## src/rtl/chunked_adder.sv

```systemverilog
// chunked_adder: multi-cycle adder/subtractor that walks a WIDTH-bit operand
// pair CHUNK bits per clock, keeping the inter-chunk carry in a register.
//
// Ports:
//   clk    rising-edge clock
//   rst_n  asynchronous active-low reset
//   start  request, sampled only in IDLE or DONE
//   sub    0 = add, 1 = subtract (latched with start)
//   a, b   operands (latched with start)
//   cin    carry-in (add) / borrow-in (sub) (latched with start)
//   out    registered result
//   cout   registered carry out of the MSB (sub: 1 = no borrow)
//   ovf    registered signed two's-complement overflow
//   busy   high while a chunk walk is in progress
//   done   one-cycle pulse when a new result is valid
module chunked_adder #(
  parameter int WIDTH = 32,
  parameter int CHUNK = 8
) (
  input  logic             clk,
  input  logic             rst_n,
  input  logic             start,
  input  logic             sub,
  input  logic [WIDTH-1:0] a,
  input  logic [WIDTH-1:0] b,
  input  logic             cin,
  output logic [WIDTH-1:0] out,
  output logic             cout,
  output logic             ovf,
  output logic             busy,
  output logic             done
);

  localparam int NCH = WIDTH / CHUNK;
  // Keep the counter at least one bit wide so CHUNK == WIDTH still elaborates.
  localparam int CW  = (NCH > 1) ? $clog2(NCH) : 1;
  localparam logic [CW-1:0] LAST = CW'(NCH - 1);

  generate
    if ((CHUNK < 1) || (CHUNK > WIDTH) || ((WIDTH % CHUNK) != 0)) begin : g_bad_param
      $error("chunked_adder: WIDTH must be a positive multiple of CHUNK");
    end
  endgenerate

  typedef enum logic [1:0] {
    S_IDLE = 2'd0,
    S_RUN  = 2'd1,
    S_DONE = 2'd2
  } state_t;

  state_t state, state_nx;

  logic [WIDTH-1:0] a_r, b_r, sum_r, sum_nx;
  logic             carry;
  logic [CW-1:0]    cnt;
  logic             accept;
  logic             last;

  // Chunk datapath
  int               base;
  logic [CHUNK-1:0] a_c, b_c;
  logic [CHUNK:0]   c_sum;
  logic             msb_cin;

  assign accept = start && ((state == S_IDLE) || (state == S_DONE));
  assign last   = (cnt == LAST);

  // ---------------------------------------------------------------------------
  // FSM: state register
  always_ff @(posedge clk or negedge rst_n) begin
    if (!rst_n) state <= S_IDLE;
    else        state <= state_nx;
  end

  // FSM: next state
  always_comb begin
    state_nx = state;
    case (state)
      S_IDLE:  if (start) state_nx = S_RUN;
      S_RUN:   if (last)  state_nx = S_DONE;
      S_DONE:  state_nx = start ? S_RUN : S_IDLE;
      default: state_nx = S_IDLE;
    endcase
  end

  // FSM: outputs
  always_comb begin
    busy = 1'b0;
    done = 1'b0;
    case (state)
      S_RUN:   busy = 1'b1;
      S_DONE:  done = 1'b1;
      default: ;
    endcase
  end

  // ---------------------------------------------------------------------------
  // One chunk of the ripple: only a CHUNK-bit carry chain lives in a cycle.
  always_comb begin
    base   = int'(cnt) * CHUNK;
    a_c    = a_r[base +: CHUNK];
    b_c    = b_r[base +: CHUNK];
    c_sum  = {1'b0, a_c} + {1'b0, b_c} + {{CHUNK{1'b0}}, carry};
    sum_nx = sum_r;
    sum_nx[base +: CHUNK] = c_sum[CHUNK-1:0];
    // Carry into the MSB recovered from its sum bit; only meaningful on the
    // final chunk, which is the only time it is used.
    msb_cin = a_r[WIDTH-1] ^ b_r[WIDTH-1] ^ sum_nx[WIDTH-1];
  end

  // ---------------------------------------------------------------------------
  // Operand / carry / counter registers. Subtract is folded in at accept time
  // (b inverted, carry seeded with ~cin) so the walk itself is always an add.
  always_ff @(posedge clk or negedge rst_n) begin
    if (!rst_n) begin
      a_r   <= '0;
      b_r   <= '0;
      sum_r <= '0;
      carry <= 1'b0;
      cnt   <= '0;
    end else if (accept) begin
      a_r   <= a;
      b_r   <= sub ? ~b : b;
      sum_r <= '0;
      carry <= cin ^ sub;
      cnt   <= '0;
    end else if (state == S_RUN) begin
      sum_r <= sum_nx;
      carry <= c_sum[CHUNK];
      if (!last) cnt <= cnt + CW'(1);
    end
  end

  // Result registers move only on the RUN->DONE edge and otherwise hold.
  always_ff @(posedge clk or negedge rst_n) begin
    if (!rst_n) begin
      out  <= '0;
      cout <= 1'b0;
      ovf  <= 1'b0;
    end else if ((state == S_RUN) && last) begin
      out  <= sum_nx;
      cout <= c_sum[CHUNK];
      ovf  <= msb_cin ^ c_sum[CHUNK];
    end
  end

endmodule

```

## config.mk

```make
export PLATFORM = sky130hd
export DESIGN_NAME = chunked_adder
export DESIGN_NICKNAME = d
export VERILOG_FILES = /design/src/rtl/chunked_adder.sv
export SDC_FILE = /design/constraint.sdc
export NUM_CORES = 1
export LEC_CHECK = 0
export BUFFER_PORTS_ARGS = -buffer_cell sky130_fd_sc_hd__buf_2
export CORE_MARGIN = 4
export CORE_UTILIZATION = 40
export CTS_CLUSTER_DIAMETER = 40
export DETAILED_ROUTE_END_ITERATION = 6
export GPL_TIMING_DRIVEN = 1
export PLACE_DENSITY = 0.6
export SYNTH_ARGS = -nofsm -noshare
export SYNTH_HDL_FRONTEND = slang
export SYNTH_SLANG_ARGS = --single-unit
```

## constraint.sdc

```tcl
create_clock -name clk -period 3.2 [get_ports clk]
set_input_delay 0.16 -clock clk [delete_from_list [all_inputs] [get_ports clk]]
set_output_delay 0.16 -clock clk [all_outputs]
set_load 0.01 [all_outputs]
```

==> impl_metrics.json <==
{
  "status": "complete, no violations",
  "total_leakage_power_nw": 3.98,
  "worst_pin_slew_ns": 0.928,
  "ant_nets": 0,
  "switching_share_pct": 42.7,
  "fmax_ghz": 0.332,
  "slew_violations": 0,
  "clkPwrFrac_pct": 19.1,
  "drt_first_iter_violations": 322,
  "wirelength_um": 15600,
  "die-area_mm2": 0.0183,
  "clk_latency_ns": 0.42,
  "maxCapViolCount": 0,
  "grt_overflow_total": 0,
  "wl_per_cell_um": 15.7,
  "die_x_um": 135,
  "drive_gt1_share_pct": 23.9,
  "fin_skew_ns": 0.0103,
  "setup_viol": 0,
  "crit_chain": "mux4_2, fa_2, fa_2, a21o_1, a21oi_2, o211ai_1, xor2_2, buf_4, a21oi_1, o21ai_0",
  "antenna_cells": 0,
  "hp-class": "primary input to register",
  "io_pins": 105,
  "synth_area_mm2": 0.00648,
  "sequential_cell_area_mm2": 0.00338,
  "cts_inserted_buffers": 17,
  "ir_drop_mv": 0.872,
  "syn_inst": 631,
  "power_switching_mw": 4.33,
  "path_clk_slew_ns": 0.06,
  "cp.required_ns": 3.47,
  "slowest_delay_ns": 0.54,
  "intPower_mw": 5.81,
  "syn_area_per_cell_um2": 10.3,
  "portBuffers": 104,
  "fillers": 1475,
  "grt_pass1_wl_um": 25600,
  "multi_input_comb_area_mm2": 0.00294,
  "powerDensity_mw_per_mm2": 1230,
  "ys_ff_latch": 135,
  "slowest_stage": "mux4_2",
  "die_y_um": 135,
  "power.total_mw": 10.1,
  "rows": 46,
  "via_count": 4876,
  "holdWs_ns": 0.0350,
  "place_area_mm2": 0.00727,
  "cp_max_fo": 8,
  "design.core.area_mm2": 0.0159,
  "crit_type": "register to register",
  "cp-end-kind": "register",
  "synth_nets": 715,
  "seq_power_share_pct": 28.4,
  "yosys_warnings": 0,
  "fin_area_mm2": 0.00823,
  "yosys.cell_types.count": 42,
  "dp_hpwl_um": 10900,
  "nets": 850,
  "period_needed_ns": 3.01,
  "cts_root_buf": "clkbuf_16",
  "grt_pass1_vias": 4873,
  "cp_data_arrival_time_ns": 3.28,
  "cp_common_cell": "fa_2",
  "seq_area_frac_synth_pct": 52.2,
  "area_delta_synth_final_pct": 27.1,
  "grt_max_degree": 86,
  "setup_ws_ns": 0.188,
  "final_cell_mix": "nand2_1 (169), dfrtp_1 (134), buf_2 (103), o21ai_0 (69), a21oi_1 (39)",
  "first_pass_iters": 4,
  "finalHoldViolCount": 0,
  "r2r_slack_ns": 0.19,
  "place_congestion": 0.884,
  "period_share_pct": 94.1,
  "final_common_cell": "nand2_1",
  "start_util_pct": 40.8,
  "grt_antenna_before_repair": 1,
  "globalRouteTotalUtil_pct": 17.8,
  "relSlewSlack_pct": 37.9,
  "drc_errors": 0,
  "cp-start-kind": "register",
  "cts.path.max_buffers": 2,
  "p_comb_share_pct": 52.5,
  "cts_tree": "yes",
  "post-place-ws_ns": -0.104,
  "vias_per_cell": 4.91,
  "finalSetupTns_ns": 0,
  "cts_max_level": 4,
  "cts.sinks": 135
}
-- power groups by stage --
stage          Clock, mW  Combinational [mW]  Sequential, mW
2_1_floorplan          0                3.35            2.84
3_3_place_gp           0                5.08            2.90
3_5_place_dp           0                5.13            2.92
4_1_cts             1.97                5.25            2.89
5_1_grt             2.04                5.84            2.96
6_report            1.94                5.32            2.88
-- Yosys cell counts, drive strengths merged --
library cell	count	area, µm²
nand2	169	634
fa	2	40.0
nand2b	3	18.8
dfrtp	135	3380
or2	1	6.26
inv	6	22.5
and4bb	1	12.5
nand3	3	15.0
xnor2	36	315
and2b	9	68.8
a2111o	1	11.3
a22o	32	280
and2	4	25.0
o211a	1	10.0
a21o	2	15.0
and4	1	8.76
nor2b	25	156
nor3	3	20.0
o21ai	70	350
nor2	2	7.51
buf	12	63.8
mux4	16	360
o41ai	1	27.5
nor4b	1	15.0
a21boi	1	7.51
ha	13	163
o211ai	4	35.0
a21oi	41	213
and3b	1	10.0
clkbuf	27	101
xor2	4	35.0
o221ai	1	8.76
a211oi	3	40.0
-- area by class of cell --
cell class	instances	share of cell area [%]
Clock buffer	23	5.93
Clock inverter	8	1.17
Inverter	6	0.274
Multi-Input combinational cell	451	35.8
Sequential cell	135	41.1
Tap cell	216	3.28
Timing Repair Buffer	155	12.5
-- worst paths after layout --
path,to,startpoint,cells after the start
worst max-delay path,out[30],cnt[0],10
worst min-delay path,b_r[14],b[14],3
worst max register to register,out[30],cnt[0],10
worst min register to register,a_r[15],a_r[15],2
max in group asynchronous,state[0],rst_n,3
min in group asynchronous,out[24],rst_n,2
-- state kept, by name (all words and copies together) (netlist names) --
name   flops
state      2
sum_r     32
cout       1
a_r       32
b_r       32
cnt        2
carry      1
ovf        1
out       32
-- cells by family after synthesis --
kind of cell	share of synthesized area, %
simple gates	15.4
buf+inv	2.90
mux	5.56
flops	52.2
compound gates	15.4
xor+xnor	5.41
fa+ha+maj	3.13
-- worst max-delay path: cells and delay by family, from the launching register on --
| family | cells | cell delay, ns |
|---|---|---|
| flops | 1 | 0.42 |
| compound gates | 5 | 0.75 |
| fa+ha+maj | 2 | 0.79 |
| buf+inv | 1 | 0.18 |
| mux | 1 | 0.54 |
| xor+xnor | 1 | 0.19 |
-- routing by layer --
layer  vias to the layer above  wire length (µm)  GRT usage (%)
li1                       2416                 -              -
met1                      2317              7300           25.0
met2                       122              7250           27.5
met3                        19               797           4.38
met4                         2               197           5.38
met5                         -                 8              0
-- through the flow --
stage,std cells,utilization (%)
2_1_floorplan,631,-
3_3_place_gp,928,45.7
3_5_place_dp,928,45.7
4_1_cts,993,51.6
5_1_grt,994,51.8
6_report,994,51.8
-- timing repair --
item / in CTS / in global routing
buffers inserted: 1 / 1
endpoints found under the setup margin: 9 / 16
gates resized for setup: 1 / 4
pin swaps: 1 / 1
hold buffers: 33 / 0
hold endpoints to repair: 112 / 0
No activity file was read; power rests on OpenSTA's default activity.
